==> src/rtl/approx_add_pipe.sv <==
// Pipelined lower-part-OR approximate adder (LOA) with runtime approximation depth,
// valid/ready streaming and an error monitor against the exact sum.
module approx_add_pipe #(
   parameter int unsigned WIDTH  = 16,
   parameter int unsigned STAGES = 2,
   parameter int unsigned KMAX   = 8,
   parameter int unsigned CNT_W  = 16
) (
   input  logic                       clk,
   input  logic                       rst_n,
   input  logic                       in_valid,
   output logic                       in_ready,
   input  logic [WIDTH-1:0]           in_a,
   input  logic [WIDTH-1:0]           in_b,
   input  logic [$clog2(KMAX+1)-1:0]  in_k,
   output logic                       out_valid,
   input  logic                       out_ready,
   output logic [WIDTH:0]             out_sum,
   output logic [WIDTH:0]             out_err,
   input  logic                       stat_clr,
   output logic [WIDTH:0]             err_max,
   output logic [CNT_W-1:0]           err_cnt
);

   localparam int unsigned SEG_W = WIDTH / STAGES;
   localparam int unsigned KW    = $clog2(KMAX + 1);

   logic          advance;
   logic [KW-1:0] k_eff;
   logic [WIDTH:0] res_apx, res_ex;

   assign advance  = !out_valid || out_ready;
   assign in_ready = advance;
   // Approximated bits never exceed segment 0, so k is only needed at the input stage.
   assign k_eff    = (32'(in_k) > KMAX) ? KW'(KMAX) : in_k;

   for (genvar s = 0; s < STAGES; s++) begin : g_stage
      localparam int unsigned Lo = s * SEG_W;

      logic [SEG_W-1:0] seg_a, seg_b;
      logic             ci_apx, ci_ex, vld_src;
      logic [WIDTH:0]   apx_src, ex_src;
      logic [SEG_W:0]   seg_apx, seg_ex;
      logic [WIDTH:0]   apx_d, ex_d, apx_q, ex_q;
      logic             vld_q;

      if (s == 0) begin : g_first
         assign seg_a   = in_a[SEG_W-1:0];
         assign seg_b   = in_b[SEG_W-1:0];
         assign ci_apx  = 1'b0;
         assign ci_ex   = 1'b0;
         assign apx_src = '0;
         assign ex_src  = '0;
         assign vld_src = in_valid;
      end else begin : g_next
         assign seg_a   = g_stage[s-1].g_ops.opa_q[SEG_W-1:0];
         assign seg_b   = g_stage[s-1].g_ops.opb_q[SEG_W-1:0];
         assign ci_apx  = g_stage[s-1].g_ops.capx_q;
         assign ci_ex   = g_stage[s-1].g_ops.cex_q;
         assign apx_src = g_stage[s-1].apx_q;
         assign ex_src  = g_stage[s-1].ex_q;
         assign vld_src = g_stage[s-1].vld_q;
      end

      // Segment ripple add: approximate (OR below k, injected carry) and exact in parallel.
      always_comb begin : p_seg
         logic ca, ce;
         ca      = ci_apx;
         ce      = ci_ex;
         seg_apx = '0;
         seg_ex  = '0;
         for (int unsigned j = 0; j < SEG_W; j++) begin
            if (s == 0 && j < 32'(k_eff)) begin
               seg_apx[j] = seg_a[j] | seg_b[j];
               ca         = (j + 1 == 32'(k_eff)) ? (seg_a[j] & seg_b[j]) : 1'b0;
            end else begin
               seg_apx[j] = seg_a[j] ^ seg_b[j] ^ ca;
               ca         = (seg_a[j] & seg_b[j]) | (ca & (seg_a[j] ^ seg_b[j]));
            end
            seg_ex[j] = seg_a[j] ^ seg_b[j] ^ ce;
            ce        = (seg_a[j] & seg_b[j]) | (ce & (seg_a[j] ^ seg_b[j]));
         end
         seg_apx[SEG_W] = ca;
         seg_ex[SEG_W]  = ce;
      end

      // Merge this segment into the partial sums; the last stage also places the carry-out.
      always_comb begin : p_merge
         apx_d = apx_src;
         ex_d  = ex_src;
         apx_d[Lo +: SEG_W] = seg_apx[SEG_W-1:0];
         ex_d[Lo +: SEG_W]  = seg_ex[SEG_W-1:0];
         if (s == STAGES - 1) begin
            apx_d[WIDTH] = seg_apx[SEG_W];
            ex_d[WIDTH]  = seg_ex[SEG_W];
         end
      end

      // Stage result registers; the whole pipe holds on a stall.
      always_ff @(posedge clk or negedge rst_n) begin
         if (!rst_n) begin
            vld_q <= 1'b0;
            apx_q <= '0;
            ex_q  <= '0;
         end else if (advance) begin
            vld_q <= vld_src;
            apx_q <= apx_d;
            ex_q  <= ex_d;
         end
      end

      if (s < STAGES - 1) begin : g_ops
         localparam int unsigned Rem = WIDTH - (s + 1) * SEG_W;

         logic [Rem-1:0] opa_d, opb_d, opa_q, opb_q;
         logic           capx_q, cex_q;

         if (s == 0) begin : g_src0
            assign opa_d = in_a[WIDTH-1:SEG_W];
            assign opb_d = in_b[WIDTH-1:SEG_W];
         end else begin : g_srcn
            assign opa_d = g_stage[s-1].g_ops.opa_q[Rem+SEG_W-1:SEG_W];
            assign opb_d = g_stage[s-1].g_ops.opb_q[Rem+SEG_W-1:SEG_W];
         end

         // Skew registers: only the not-yet-added operand bits travel forward.
         always_ff @(posedge clk or negedge rst_n) begin
            if (!rst_n) begin
               opa_q  <= '0;
               opb_q  <= '0;
               capx_q <= 1'b0;
               cex_q  <= 1'b0;
            end else if (advance) begin
               opa_q  <= opa_d;
               opb_q  <= opb_d;
               capx_q <= seg_apx[SEG_W];
               cex_q  <= seg_ex[SEG_W];
            end
         end
      end
   end

   assign out_valid = g_stage[STAGES-1].vld_q;
   assign res_apx   = g_stage[STAGES-1].apx_q;
   assign res_ex    = g_stage[STAGES-1].ex_q;
   assign out_sum   = res_apx;
   // Injected carry can overshoot, so the error is a true absolute difference.
   assign out_err   = (res_ex >= res_apx) ? (res_ex - res_apx) : (res_apx - res_ex);

   logic [WIDTH:0]   err_max_d, err_max_q;
   logic [CNT_W-1:0] err_cnt_d, err_cnt_q;

   // Statistics next state: clear wins over a coinciding output transfer.
   always_comb begin
      err_max_d = err_max_q;
      err_cnt_d = err_cnt_q;
      if (stat_clr) begin
         err_max_d = '0;
         err_cnt_d = '0;
      end else if (out_valid && out_ready) begin
         if (out_err > err_max_q) err_max_d = out_err;
         if (out_err != '0 && err_cnt_q != '1) err_cnt_d = err_cnt_q + 1'b1;
      end
   end

   // Statistics registers.
   always_ff @(posedge clk or negedge rst_n) begin
      if (!rst_n) begin
         err_max_q <= '0;
         err_cnt_q <= '0;
      end else begin
         err_max_q <= err_max_d;
         err_cnt_q <= err_cnt_d;
      end
   end

   assign err_max = err_max_q;
   assign err_cnt = err_cnt_q;

endmodule

==> config.mk <==
export PLATFORM = sky130hd
export DESIGN_NAME = approx_add_pipe
export DESIGN_NICKNAME = d
export VERILOG_FILES = /design/src/rtl/approx_add_pipe.sv
export SDC_FILE = /design/constraint.sdc
export NUM_CORES = 1
export LEC_CHECK = 0
export ABC_CLOCK_PERIOD_IN_PS = 9900
export CAP_MARGIN = 20
export CORE_ASPECT_RATIO = 1.2
export CORE_MARGIN = 8
export CORE_UTILIZATION = 47
export DETAILED_ROUTE_END_ITERATION = 8
export PLACE_DENSITY = 0.71
export SLEW_MARGIN = 10
export SYNTH_ARGS = -nofsm -noshare
export SYNTH_HDL_FRONTEND = slang
export SYNTH_SLANG_ARGS = --single-unit
==> constraint.sdc <==
create_clock -name clk -period 9.9 [get_ports clk]
set_clock_uncertainty 0.2 [all_clocks]
set_input_delay 1.98 -clock clk [delete_from_list [all_inputs] [get_ports clk]]
set_output_delay 1.98 -clock clk [all_outputs]
set_load 0.02 [all_outputs]
Yosys cells after proc, flatten, opt, wreduce, memory -nomap -nowiden
Index checks and enable logic that the tools add are counted.

Register bits after elaboration: 103. Bits of input ports: 41. Output and inout port bits: 69. Logic and storage cells: 207.

Add/sub/neg operators: 3. Order comparisons: 11. Eq/ne operators: 9. Muxes and demuxes: 32. Bitwise logic cells: 130. Reductions and logical operators: 10.

Operators with widths (number): 17-bit two-way mux (4); 16-bit two-way mux (3); 1-bit AND (46); 1-bit XOR (46); 1-bit bitwise OR (38); 17-bit subtractor (2); 1-bit two-way mux (24); 17-bit >= comparator (1); 17-bit greater-than comparator (1); 17-bit nonzero test (1); 16-bit by 1-bit adder with 16-bit output, second input constant (1); 3-bit by 4-bit equality test with 1-bit output, first input constant (4); 3-bit by 4-bit less-than comparator with 1-bit output, first input constant (4); 16-bit != test, second input constant (1); 2-bit by 4-bit equality test with 1-bit output, first input constant (2); 1-bit by 4-bit less-than comparator with 1-bit output, first input constant (2); 2-bit by 4-bit less-than comparator with 1-bit output, first input constant (2); 2-bit nonzero test (3); 1-bit by 4-bit equality test with 1-bit output, first input constant (1); 4-bit equality test, first input constant (1); 4-bit greater-than comparator, second input constant (1); 4-bit two-way mux (1); 2-bit AND reduction (2); 1-bit logical AND (2); other kinds (2) (2).

Depth between registers and ports, before layout
Gate-level depths: netlist of run 1.

Depth after elaboration: 26. Mapped depth: 27. Gate-level depth less buffers: 27.

Least setup slack after synthesis of run 1
Ideal clock, no wire load.

Path type: input to register. Start point: in in_a[0]. End point: reg g_stage[0].apx_q[7]. Setup time: 77 ps. Arrival: 6329 ps. Data required time: 9623 ps. Setup slack: 3294 ps. Stages: 26. Path buffers: 0. Cell sequence: ha_1 > inv_1 > nor2_1 > fa_1 > nand2b_1 > a21oi_1 > fa_1 > nand2_1 > a21oi_1 > fa_1 > nand2_1 > a21oi_1 > fa_1 > nand2b_1 > a21oi_1 > a21oi_1 > nor2_1 > fa_1 > nand2_1 > a21oi_1 > fa_1 > mux2_2 > nand2_1 > fa_1 > mux2_2 > a21oi_1.

Cells in the longest elaborated chain, start to end: 23.

RTL lines: start: declaration (RTL line 13) `input logic [WIDTH-1:0] in_a,`; 1-bit AND * (RTL line 75, 78); 1-bit two-way mux (RTL line 75) `ca = (j + 1 == 32'(k_eff)) ? (seg_a[j] & seg_b[j]) : 1'b0;`; 1-bit two-way mux * (RTL line 73) `if (s == 0 && j < 32'(k_eff)) begin`; 1-bit AND * (RTL line 78) `ca = (seg_a[j] & seg_b[j]) | (ca & (seg_a[j] ^ seg_b[j]));`; 1-bit bitwise OR * (RTL line 78); 1-bit two-way mux * (RTL line 73); 1-bit AND * (RTL line 78); 1-bit bitwise OR * (RTL line 78); (+7 left out); 1-bit AND * (RTL line 78); 1-bit bitwise OR * (RTL line 78); 1-bit two-way mux * (RTL line 73); 1-bit AND * (RTL line 78); 1-bit bitwise OR * (RTL line 78); 1-bit two-way mux * (RTL line 73); 1-bit XOR * (RTL line 77) `seg_apx[j] = seg_a[j] ^ seg_b[j] ^ ca;`; 1-bit two-way mux * (RTL line 73); end signal: assignment (RTL line 107) `apx_q <= apx_d;`; end: declaration (RTL line 44) `logic [WIDTH:0] apx_d, ex_d, apx_q, ex_q;`.

Every way passes the cells marked *; elsewhere a longest branch is shown, timed or not. A chain may end at the register's enable or synchronous reset.

Worst setup path in the final report of run 1
Start point: in in_k[1]. End point: reg g_stage[0].apx_q[7].

Cells in the longest elaborated chain, start to end: 25. Elaborated cells between the ends (all ways): 45. Classes of those cells: 9 x order compare; 7 x eq/ne; 16 x mux; 13 x bitwise.

RTL lines: start: declaration (RTL line 15) `input logic [$clog2(KMAX+1)-1:0] in_k,`; 4-bit greater-than comparator (RTL line 35) `assign k_eff = (32'(in_k) > KMAX) ? KW'(KMAX) : in_k;`; 4-bit two-way mux * (RTL line 35); parallel branches: the longest is 22 deep, another holds 1-bit by 4-bit less-than comparator with 1-bit output; 1-bit two-way mux * (RTL line 73).

Mark *: on every way between the ends.

==> results of run 1 <==
## cell usage in the layout, fill, tap and decap left out, drive strengths merged, types with 4 or more instances in the layout
| cell type | count |
|---|---|
| nand3 | 17 |
| dfrtp | 103 |
| clkbuf | 12 |
| and3 | 5 |
| a31oi | 8 |
| a21oi | 82 |
| mux2 | 23 |
| o21ai | 64 |
| mux2i | 25 |
| inv | 97 |
| buf | 6 |
| fa | 32 |
| xor2 | 4 |
| o31ai | 4 |
| nor3 | 4 |
| o21a | 4 |
| nand2b | 5 |
| nor2 | 69 |
| or3 | 14 |
| a311oi | 4 |
| a211oi | 5 |
| clkdlybuf4s50 | 108 |
| ha | 67 |
| xnor2 | 11 |
| a21o | 11 |
| nand2 | 65 |
| nand4 | 19 |
| or4 | 4 |
## synth_stat cells (all sizes together), types with 3 or more instances
cell type	count
dfrtp	103
inv	96
a21oi	82
nor2	69
ha	67
nand2	65
o21ai	64
fa	32
mux2i	25
buf	23
mux2	23
clkbuf	22
nand4	19
nand3	17
or3	14
a21o	11
xnor2	11
a31oi	8
a211oi	5
and3	5
nand2b	5
a311oi	4
nor3	4
o21a	4
o31ai	4
or4	4
xor2	4
a211o	3
a32oi	3
and2	3
and4	3
o211ai	3
o21bai	3
o221ai	3
or2	3
## cell type report
class	instances	share of cell area [%]
multi-input combinational	587	49.14
sequential	103	28.41
timing repair buffer	114	12.41
inverter	96	3.972
tap	212	2.924
clock buffer	12	2.828
clock inverter	4	0.3034
## final timing paths
check	from	end	slack [ns]	cells after the start
worst min register to register	g_stage[0].ex_q[6]$_DFFE_PN0P_	g_stage[1].ex_q[6]$_DFFE_PN0P_	0.28	2
min in group asynchronous	rst_n	err_max[0]$_DFFE_PN0P_	1.39	1
worst min-delay path	g_stage[0].ex_q[6]$_DFFE_PN0P_	g_stage[1].ex_q[6]$_DFFE_PN0P_	0.28	2
max in group asynchronous	rst_n	g_stage[1].ex_q[14]$_DFFE_PN0P_	6.90	2
worst max-delay path	in_k[1]	g_stage[0].apx_q[7]$_DFFE_PN0P_	2.67	26
worst max register to register	out_sum[6]$_DFFE_PN0P_	err_max[3]$_DFFE_PN0P_	4.45	20
## registers in the layout (all words and copies together), names as in the netlist
name,cells
err_max,17
g_stage.ex_q,25
out_valid,1
g_stage.g_ops.opa_q,8
err_cnt,16
out_sum,17
g_stage.g_ops.capx_q,1
g_stage.vld_q,1
g_stage.g_ops.cex_q,1
g_stage.g_ops.opb_q,8
g_stage.apx_q,8
## cells by family after synthesis
family	Yosys count	synth area share, %
AO/OA/AOI/OAI	208	16.61
XOR/XNOR	15	1.725
adder cells (fa/ha/maj)	99	19.42
buffers and inverters	141	7.788
flip-flops	103	33.85
multiplexers	48	6.688
AND/OR/NAND/NOR	217	13.92
## per-stage QoR
| step | cells | power (mW) | instance area, um^2 | utilization [%] |
|---|---|---|---|---|
| 2_1_floorplan | 831 | 2.089 | 7615 | - |
| 3_3_place_gp | 1112 | 2.771 | 8787 | 54.86 |
| 3_5_place_dp | 1112 | 2.795 | 8787 | 54.86 |
| 4_1_cts | 1128 | 3.155 | 9071 | 56.64 |
| 5_1_grt | 1128 | 3.420 | 9071 | 56.64 |
| 6_report | 1128 | 3.134 | 9071 | 56.64 |
## worst max-delay path: stages
cell	delay [ns]
clkdlybuf4s50_1	0.73
or3_1	0.24
nor2_1	0.06
fa_1	0.36
nand2b_1	0.08
a21oi_1	0.07
fa_1	0.36
nand2_1	0.07
a21oi_1	0.08
fa_1	0.36
nand2_1	0.07
a21oi_1	0.08
fa_1	0.40
nand2b_1	0.08
a21oi_1	0.06
a21oi_1	0.14
nor2_1	0.07
fa_1	0.36
nand2_1	0.07
a21oi_1	0.07
fa_1	0.36
mux2_2	0.26
nand2_1	0.08
fa_1	0.40
mux2_2	0.27
a21oi_1	0.14
## metal layers
metal / vias up / track usage (%) / part of all wire, %
met5: - / 0 / 0
met4: 0 / 7.042 / 2.5
met3: 26 / 4.484 / 5.7
met2: 159 / 29.18 / 48
met1: 2944 / 21.61 / 44
li1: 2998 / - / -
## report_power, final
part	leakage, nW	internal, mW	switching, mW	total [mW]
Clock	0.143	0.185	0.160	0.345
Sequential	1.27	0.509	0.0678	0.577
Combinational	2.62	0.935	1.28	2.21
==> results.cfg, run 1 <==
[run_status]
status = finished, final reports clean

[global_routing]
grt_pass1_vias = 6142
grt_overflow = 0
grt.total_usage_pct = 17.62
antenna_found_initial = 0
grt_first_pass_wirelength_um = 29960
grt_max_degree = 116

[clock_network]
numCtsBuffers = 9
clock-sinks = 103
clk_path_buf_depth = 2
cts_tree = built
htree_levels = 3
cts.clk_slew.worst_paths_ns = 0.07
root_buffer = clkbuf_16
ctsResizeCount = 0
cts_setup_buffers = 0
clock_latency_ns = 0.36
postCtsHoldBufs = 0

[routing]
dr.pass1.iters = 5
vias = 6127
wire_per_inst_um = 15.54
drc = 0
drtAntennaViolNets = 0
wl_um = 17530
drt_iter0_drc = 401
via_per_inst = 5.432

[logic_synthesis]
synth.avg_cell_area_um2 = 9.163
yosys_warnings = 0
ys_async_sr_fraction_pct = 100.0
synth_area_leaders = dfrtp_1 (34%), ha_1 (11%), fa_1 (8.4%)
synth_area_um2 = 7615
synth_top_cell_by_area = dfrtp_1
ys_types = 61
ys_seq_area_share_pct = 33.85
synth_flop_cell = dfrtp_1
synth-seq-cells = 103
synth_nets = 971
synth_edf_count = 0
synth_top_cell_area_share_pct = 33.85
postSynthCellCount = 831

[pwr]
p_leak_nw = 4.029
power_density_nw_per_um2 = 345.5
peakVddDrop_mv = 0.1411

[setup_path]
crit_fanout = 13
worstPathArrival_ns = 7.31
critPathLaunchType = primary input
worstSetupPathType = in -> reg
critPathCaptureType = flip-flop
crit_required_ns = 9.98

[die]
start_util_pct = 47.54
die_width_um = 132.2
core_area_um2 = 16020
pin_count = 110
dieArea_um2 = 20550
num_rows = 51
die_h_um = 155.4

[sta]
slew_violations = 0
worstMarginPinSlew_ns = 1.022
fmax_mhz = 138.3
rsz0062_at_grt = no
whs_ns = 0.2751
hold_viol = 0
fin_setup_tns_ns = 0
period_share_pct = 73.06
setup_viol = 0
fin_crit_ns = 7.233
relSlewSlack_pct = 31.86
setup_ws_ns = 2.667

[placement]
preCtsSetupSlack_ns = 2.338
gp_congestion = 0.8730
io_buffers = 109
hpwl_um = 13460

[finish]
diodes = 0
drive_gt1_share_pct = 6.769
n_fill_cell = 1405
multi_input_area_um2 = 4458
final-seq-area_um2 = 2577
syn_to_final_growth_pct = 19.13
fin_nets = 1051

[min_path]
hold_path.class = reg -> reg

[flow_run]
drv_cap = 0
Power figures use the tool's default switching activity.
==> inputs of run 2 (changes only) <==
--- a/config.mk
+++ b/config.mk
@@ -5,13 +5,13 @@
 export SDC_FILE = /design/constraint.sdc
 export NUM_CORES = 1
 export LEC_CHECK = 0
-export ABC_CLOCK_PERIOD_IN_PS = 9900
+export ABC_CLOCK_PERIOD_IN_PS = 6500
 export CAP_MARGIN = 20
 export CORE_ASPECT_RATIO = 1.2
 export CORE_MARGIN = 8
 export CORE_UTILIZATION = 47
 export DETAILED_ROUTE_END_ITERATION = 8
-export PLACE_DENSITY = 0.71
+export PLACE_DENSITY = 0.73
 export SLEW_MARGIN = 10
 export SYNTH_ARGS = -nofsm -noshare
 export SYNTH_HDL_FRONTEND = slang
==> constraint.sdc (replaced) <==
create_clock -name clk -period 6.5 [get_ports clk]
set_clock_uncertainty 0.2 [all_clocks]
set_input_delay 1.3 -clock clk [delete_from_list [all_inputs] [get_ports clk]]
set_output_delay 1.3 -clock clk [all_outputs]
set_load 0.02 [all_outputs]
==> run 2 against run 1 <==
Critical path depth grew 1. Routed wire length down 0.59%. Worst hold slack worse by 0.0069 ns. Utilization is 0.39 points higher. Count of clock-buffer cells in the layout fell by 1. Final cell count up 0.44%. Via count shrank 1.2%. Global-route usage is 0.13 points lower. Sequential share of layout area decreased by 0.19 points.
==> results.cfg, run 2 (synthesis gave the netlist of run 1 again) <==
[clock_network]
numCtsBuffers = 9
cts.clk_slew.worst_paths_ns = 0.07
htree_levels = 3
clk_path_buf_depth = 2
clock_latency_ns = 0.36
cts_tree = built
ctsResizeCount = 0
cts_setup_buffers = 0
postCtsHoldBufs = 0
root_buffer = clkbuf_16
clock-sinks = 103

[routing]
drt_iter0_drc = 340
drtAntennaViolNets = 0
drc = 0
via_per_inst = 5.341
dr.pass1.iters = 4
wire_per_inst_um = 15.38
wl_um = 17420
vias = 6051

[die]
core_area_um2 = 16020
start_util_pct = 47.54
die_width_um = 132.2
pin_count = 110
dieArea_um2 = 20550
die_h_um = 155.4
num_rows = 51

[global_routing]
antenna_found_initial = 0
grt.total_usage_pct = 17.50
grt_overflow = 0
grt_first_pass_wirelength_um = 29680
grt_max_degree = 121
grt_pass1_vias = 6018

[sta]
worstMarginPinSlew_ns = 1.039
hold_viol = 0
fin_crit_ns = 6.134
slew_violations = 0
period_share_pct = 94.36
whs_ns = 0.2682
fin_setup_tns_ns = 0
rsz0062_at_grt = no
fmax_mhz = 163.0
setup_viol = 0
relSlewSlack_pct = 30.73

[setup_path]
crit_fanout = 2
critPathLaunchType = primary input
worstPathArrival_ns = 6.22
crit_start = in_a[0]
r2r-start = out_sum[12]$_DFFE_PN0P_
crit_required_ns = 6.58
critPathCaptureType = flip-flop
worstSetupPathType = in -> reg

[finish]
fin_cells = 1133
layout_common_cells = clkdlybuf4s50_1 (108), dfrtp_1 (103), inv_1 (96), a21oi_1 (82), nor2_1 (69)
syn_to_final_growth_pct = 19.95
fin_nets = 1056
regMostFlops = g_stage.ex_q
layout_commonest_cell = clkdlybuf4s50_1
largest_reg_flops = 25
diodes = 0
drive_gt1_share_pct = 7.383
utilization_pct = 57.03

[flow_run]
drv_cap = 0

[min_path]
min-delay-start = g_stage[0].vld_q$_DFFE_PN0P_
hold_path.class = reg -> reg

[pwr]
p_leak_nw = 4.061
peakVddDrop_mv = 0.1895
power_density_nw_per_um2 = 525.4

[placement]
gp_congestion = 0.9169
dp_cells = 1117
io_buffers = 109
hpwl_um = 13450

[run_status]
status = finished, final reports clean
## run 2: cell count changes in the layout (fill, tap and decap cells not counted)
cell	change
buf_4	+5
bufinv_16	+1
clkbuf_8	-1
clkinv_2	-1
clkinv_4	-1
fa_1	-1
fa_2	+1
inv_6	+1
inv_8	+1
## run 2: final timing paths
check | end | slack (ns) | depth (start not counted)
min reg2reg | out_valid$_DFFE_PN0P_ | 0.27 | 1
max | g_stage[0].apx_q[7]$_DFFE_PN0P_ | 0.37 | 27
max reg2reg | err_max[10]$_DFFE_PN0P_ | 1.08 | 20
max in group asynchronous | out_sum[12]$_DFFE_PN0P_ | 4.18 | 2
min in group asynchronous | err_max[4]$_DFFE_PN0P_ | 0.71 | 1
min | out_valid$_DFFE_PN0P_ | 0.27 | 1
## run 2: area by class of cell
class,count,area (um^2)
clock buffer,11,242.7
tap,212,265.3
timing repair buffer,119,1164
fill,1422,6883
multi-input combinational,587,4461
clock inverter,5,63.81
sequential,103,2577
inverter,96,360.3
## run 2: critical path: stages
cell and delay [ns]:
clkdlybuf4s50_1 0.44, ha_1 0.21, inv_1 0.06, nor2_1 0.06
fa_1 0.35, nand2b_1 0.08, a21oi_1 0.07, fa_1 0.36
nand2_1 0.06, a21oi_1 0.07, fa_1 0.36, nand2_1 0.07
a21oi_1 0.08, fa_2 0.34, nand2b_1 0.07, a21oi_1 0.06
a21oi_1 0.11, nor2_1 0.06, fa_1 0.36, nand2_1 0.07
a21oi_1 0.07, fa_1 0.34, mux2_2 0.26, nand2_1 0.08
fa_1 0.40, mux2_2 0.27, a21oi_1 0.13
## run 2: routing by layer
metal | global-route usage, % | part of all wire (%) | vias up
li1 | - | - | 3013
met2 | 28.99 | 48 | 171
met3 | 5.000 | 5.7 | 25
met5 | 0 | 0 | -
met4 | 6.121 | 2.4 | 0
met1 | 21.42 | 43 | 2842
## run 2: power by group
group          switching (mW)  total, mW  internal [mW]  leakage, nW
clock                   0.253      0.567          0.314        0.152
combinational            1.94       3.35           1.41         2.64
sequential              0.102      0.877          0.775         1.27
total                    2.30       4.80           2.50         4.06
## run 2: per-stage QoR
stage | cell area (um^2) | power, mW | worst slack (ns)
after floorplan | 7615 | 3.182 | 0.5738
after detailed placement | 8825 | 4.245 | -0.03947
after CTS | 9131 | 4.834 | 0.3370
after global routing | 9134 | 5.233 | 0.06073
final | 9134 | 4.799 | 0.3664
after global placement | 8825 | 4.196 | 0.007121
==> inputs of run 3 (changes only) <==
--- a/config.mk
+++ b/config.mk
@@ -5,6 +5,7 @@
 export SDC_FILE = /design/constraint.sdc
 export NUM_CORES = 1
 export LEC_CHECK = 0
+export ABC_AREA = 1
 export ABC_CLOCK_PERIOD_IN_PS = 6500
 export CAP_MARGIN = 20
 export CORE_ASPECT_RATIO = 1.2
==> run 3 against run 2 <==
Synthesized area increased by 9.1%. Global-route usage increased by 0.56 points. Synthesized cell count increased by 30%. Utilization decreased by 0.42 points. Via count increased by 17%. Largest cell class unchanged. Worst setup slack improved by 0.12 ns. Sequential share of layout area decreased by 2.1 points. Design area increased by 8.1%. Flip-flop and latch count unchanged.
==> results.cfg, run 3 <==
[placement]
io_buffers = 109
preCtsSetupSlack_ns = 0.1183
hpwl_um = 15440
gp_congestion = 0.9134

[logic_synthesis]
synth.avg_cell_area_um2 = 7.697
synth_edf_count = 0
yosys_warnings = 0
ys_top_cells_by_count = nand2_1 (298), inv_1 (181), dfrtp_1 (103)
synth_flop_cell = dfrtp_1
postSynthCellCount = 1079
synth.most_common_cell = nand2_1
ys_async_sr_fraction_pct = 100.0
synth_top_cell_area_share_pct = 31.03
synth_area_leaders = dfrtp_1 (31%), nand2_1 (13%), ha_1 (10%)
ys_seq_area_share_pct = 31.03
ys_types = 49
synth_top_cell_by_area = dfrtp_1
synth-seq-cells = 103
synth_area_um2 = 8305
synth_nets = 1219

[sta]
setup_viol = 0
hold_viol = 0
worstMarginPinSlew_ns = 0.9804
period_share_pct = 92.47
slew_violations = 0
relSlewSlack_pct = 34.64
fin_crit_ns = 6.011
setup_ws_ns = 0.4894
fin_setup_tns_ns = 0
rsz0062_at_grt = no
fmax_mhz = 166.4

[setup_path]
r2r-start = out_sum[8]$_DFFE_PN0P_
critPathCapture = g_stage[0].apx_q[7]$_DFFE_PN0P_
critPathCaptureType = flip-flop
crit_fanout = 4
crit_start = in_k[2]
r2r_cells = 20
r2r_slack_ns = 2.16
worstPathArrival_ns = 6.10
critPathLaunchType = primary input
worstSetupPathType = in -> reg
worstReg2RegEnd = err_max[7]$_DFFE_PN0P_
crit_required_ns = 6.59

[finish]
syn_to_final_growth_pct = 18.86
layout_common_cells = nand2_1 (297), inv_1 (181), clkdlybuf4s50_1 (108), dfrtp_1 (103), ha_1 (67)
diodes = 0
largest_reg_flops = 25
fin_nets = 1318
regMostFlops = g_stage.ex_q
drive_gt1_share_pct = 8.115
layout_commonest_cell = nand2_1

[flow_run]
drv_cap = 0

[clock_network]
numCtsBuffers = 9
clock_latency_ns = 0.35
postCtsHoldBufs = 0
clock-sinks = 103
cts_tree = built
htree_levels = 3
ctsResizeCount = 0
clk_path_buf_depth = 2
root_buffer = clkbuf_16
cts.clk_slew.worst_paths_ns = 0.07
cts_setup_buffers = 0

[run_status]
status = finished, final reports clean

[pwr]
p_leak_nw = 5.036
peakVddDrop_mv = 0.2684
power_density_nw_per_um2 = 497.7

[global_routing]
grt_max_degree = 111
grt_pass1_vias = 6970
antenna_found_initial = 0
grt_first_pass_wirelength_um = 32760
grt_overflow = 0
grt.total_usage_pct = 18.06

[die]
num_rows = 53
pin_count = 110
die_width_um = 137.4
start_util_pct = 47.62
die_h_um = 161.6
dieArea_um2 = 22200
core_area_um2 = 17440

[routing]
dr.pass1.iters = 4
wl_um = 19290
wire_per_inst_um = 13.75
via_per_inst = 5.033
drt_iter0_drc = 323
drtAntennaViolNets = 0
drc = 0
vias = 7061

[min_path]
hold_path.class = reg -> reg
run 3: logic make-up after synthesis:
logic type / count (synthesis) / synth area share, %
simple gates: 498 / 27.48
flops: 103 / 31.03
xor+xnor: 19 / 2.004
fa+ha+maj: 99 / 17.81
mux: 18 / 2.440
buf+inv: 217 / 10.53
compound gates: 125 / 8.708
run 3: worst min path at each step:
stage | to | from | cells past startpoint
final | out_valid$_DFFE_PN0P_ | g_stage[0].vld_q$_DFFE_PN0P_ | 2
after global routing | out_valid$_DFFE_PN0P_ | g_stage[0].vld_q$_DFFE_PN0P_ | 2
after CTS | out_valid$_DFFE_PN0P_ | g_stage[0].vld_q$_DFFE_PN0P_ | 2
after detailed placement | out_valid$_DFFE_PN0P_ | g_stage[0].vld_q$_DFFE_PN0P_ | 2
after global placement | out_valid$_DFFE_PN0P_ | g_stage[0].vld_q$_DFFE_PN0P_ | 2
after floorplan | out_valid$_DFFE_PN0P_ | g_stage[0].vld_q$_DFFE_PN0P_ | 2
run 3: metal layers:
metal | track usage, % | routed length, um | up-vias
li1 | - | - | 3595
met1 | 22.89 | 8670 | 3256
met2 | 30.13 | 9138 | 186
met3 | 3.543 | 1098 | 24
met4 | 5.641 | 377 | 0
met5 | 0 | 0 | -
run 3: through the flow:
| stage | total power [mW] | hold slack, ns | cell area, um^2 | utilization (%) | cells |
|---|---|---|---|---|---|
| finish | 4.914 | 0.2546 | 9872 | 56.60 | 1403 |
| CTS | 4.953 | 0.2578 | 9872 | 56.60 | 1403 |
| floorplan | 3.316 | 0.2198 | 8305 | - | 1079 |
| global placement | 4.297 | 0.2320 | 9560 | 54.82 | 1387 |
| detailed placement | 4.362 | 0.2385 | 9560 | 54.82 | 1387 |
| global route | 5.449 | 0.2984 | 9872 | 56.60 | 1403 |
run 3: worst max-delay path, stage by stage:
cell	delay, ns
clkdlybuf4s50_1	0.51
nor2_1	0.08
inv_1	0.07
nor2_1	0.05
inv_1	0.09
nor2_1	0.06
fa_1	0.38
a32o_1	0.23
fa_1	0.36
nor2_1	0.11
nor2_1	0.06
fa_1	0.35
nand2_1	0.07
nand2_1	0.06
fa_1	0.35
nor2_1	0.11
nor3_1	0.06
fa_1	0.36
nand2_1	0.08
nand2_1	0.07
fa_1	0.35
o21ai_0	0.22
fa_1	0.44
o21ai_0	0.16
o22a_1	0.13
run 3: report_power, final:
part	total [mW]	switching (mW)	internal (mW)	leakage, nW
combinational	3.45	2.14	1.32	3.62
clock	0.572	0.257	0.315	0.151
sequential	0.888	0.106	0.782	1.27
total	4.91	2.50	2.41	5.04
run 3: cell type report:
type                    count  area [um^2]
fillers                  1648         7569
multi-input cells         759         4861
flip-flops and latches    103         2577
repair buffers            115         1134
inverters                 190        713.2
well taps                 220        275.3
clock buffers              10        239.0
clock inverters             6        72.57
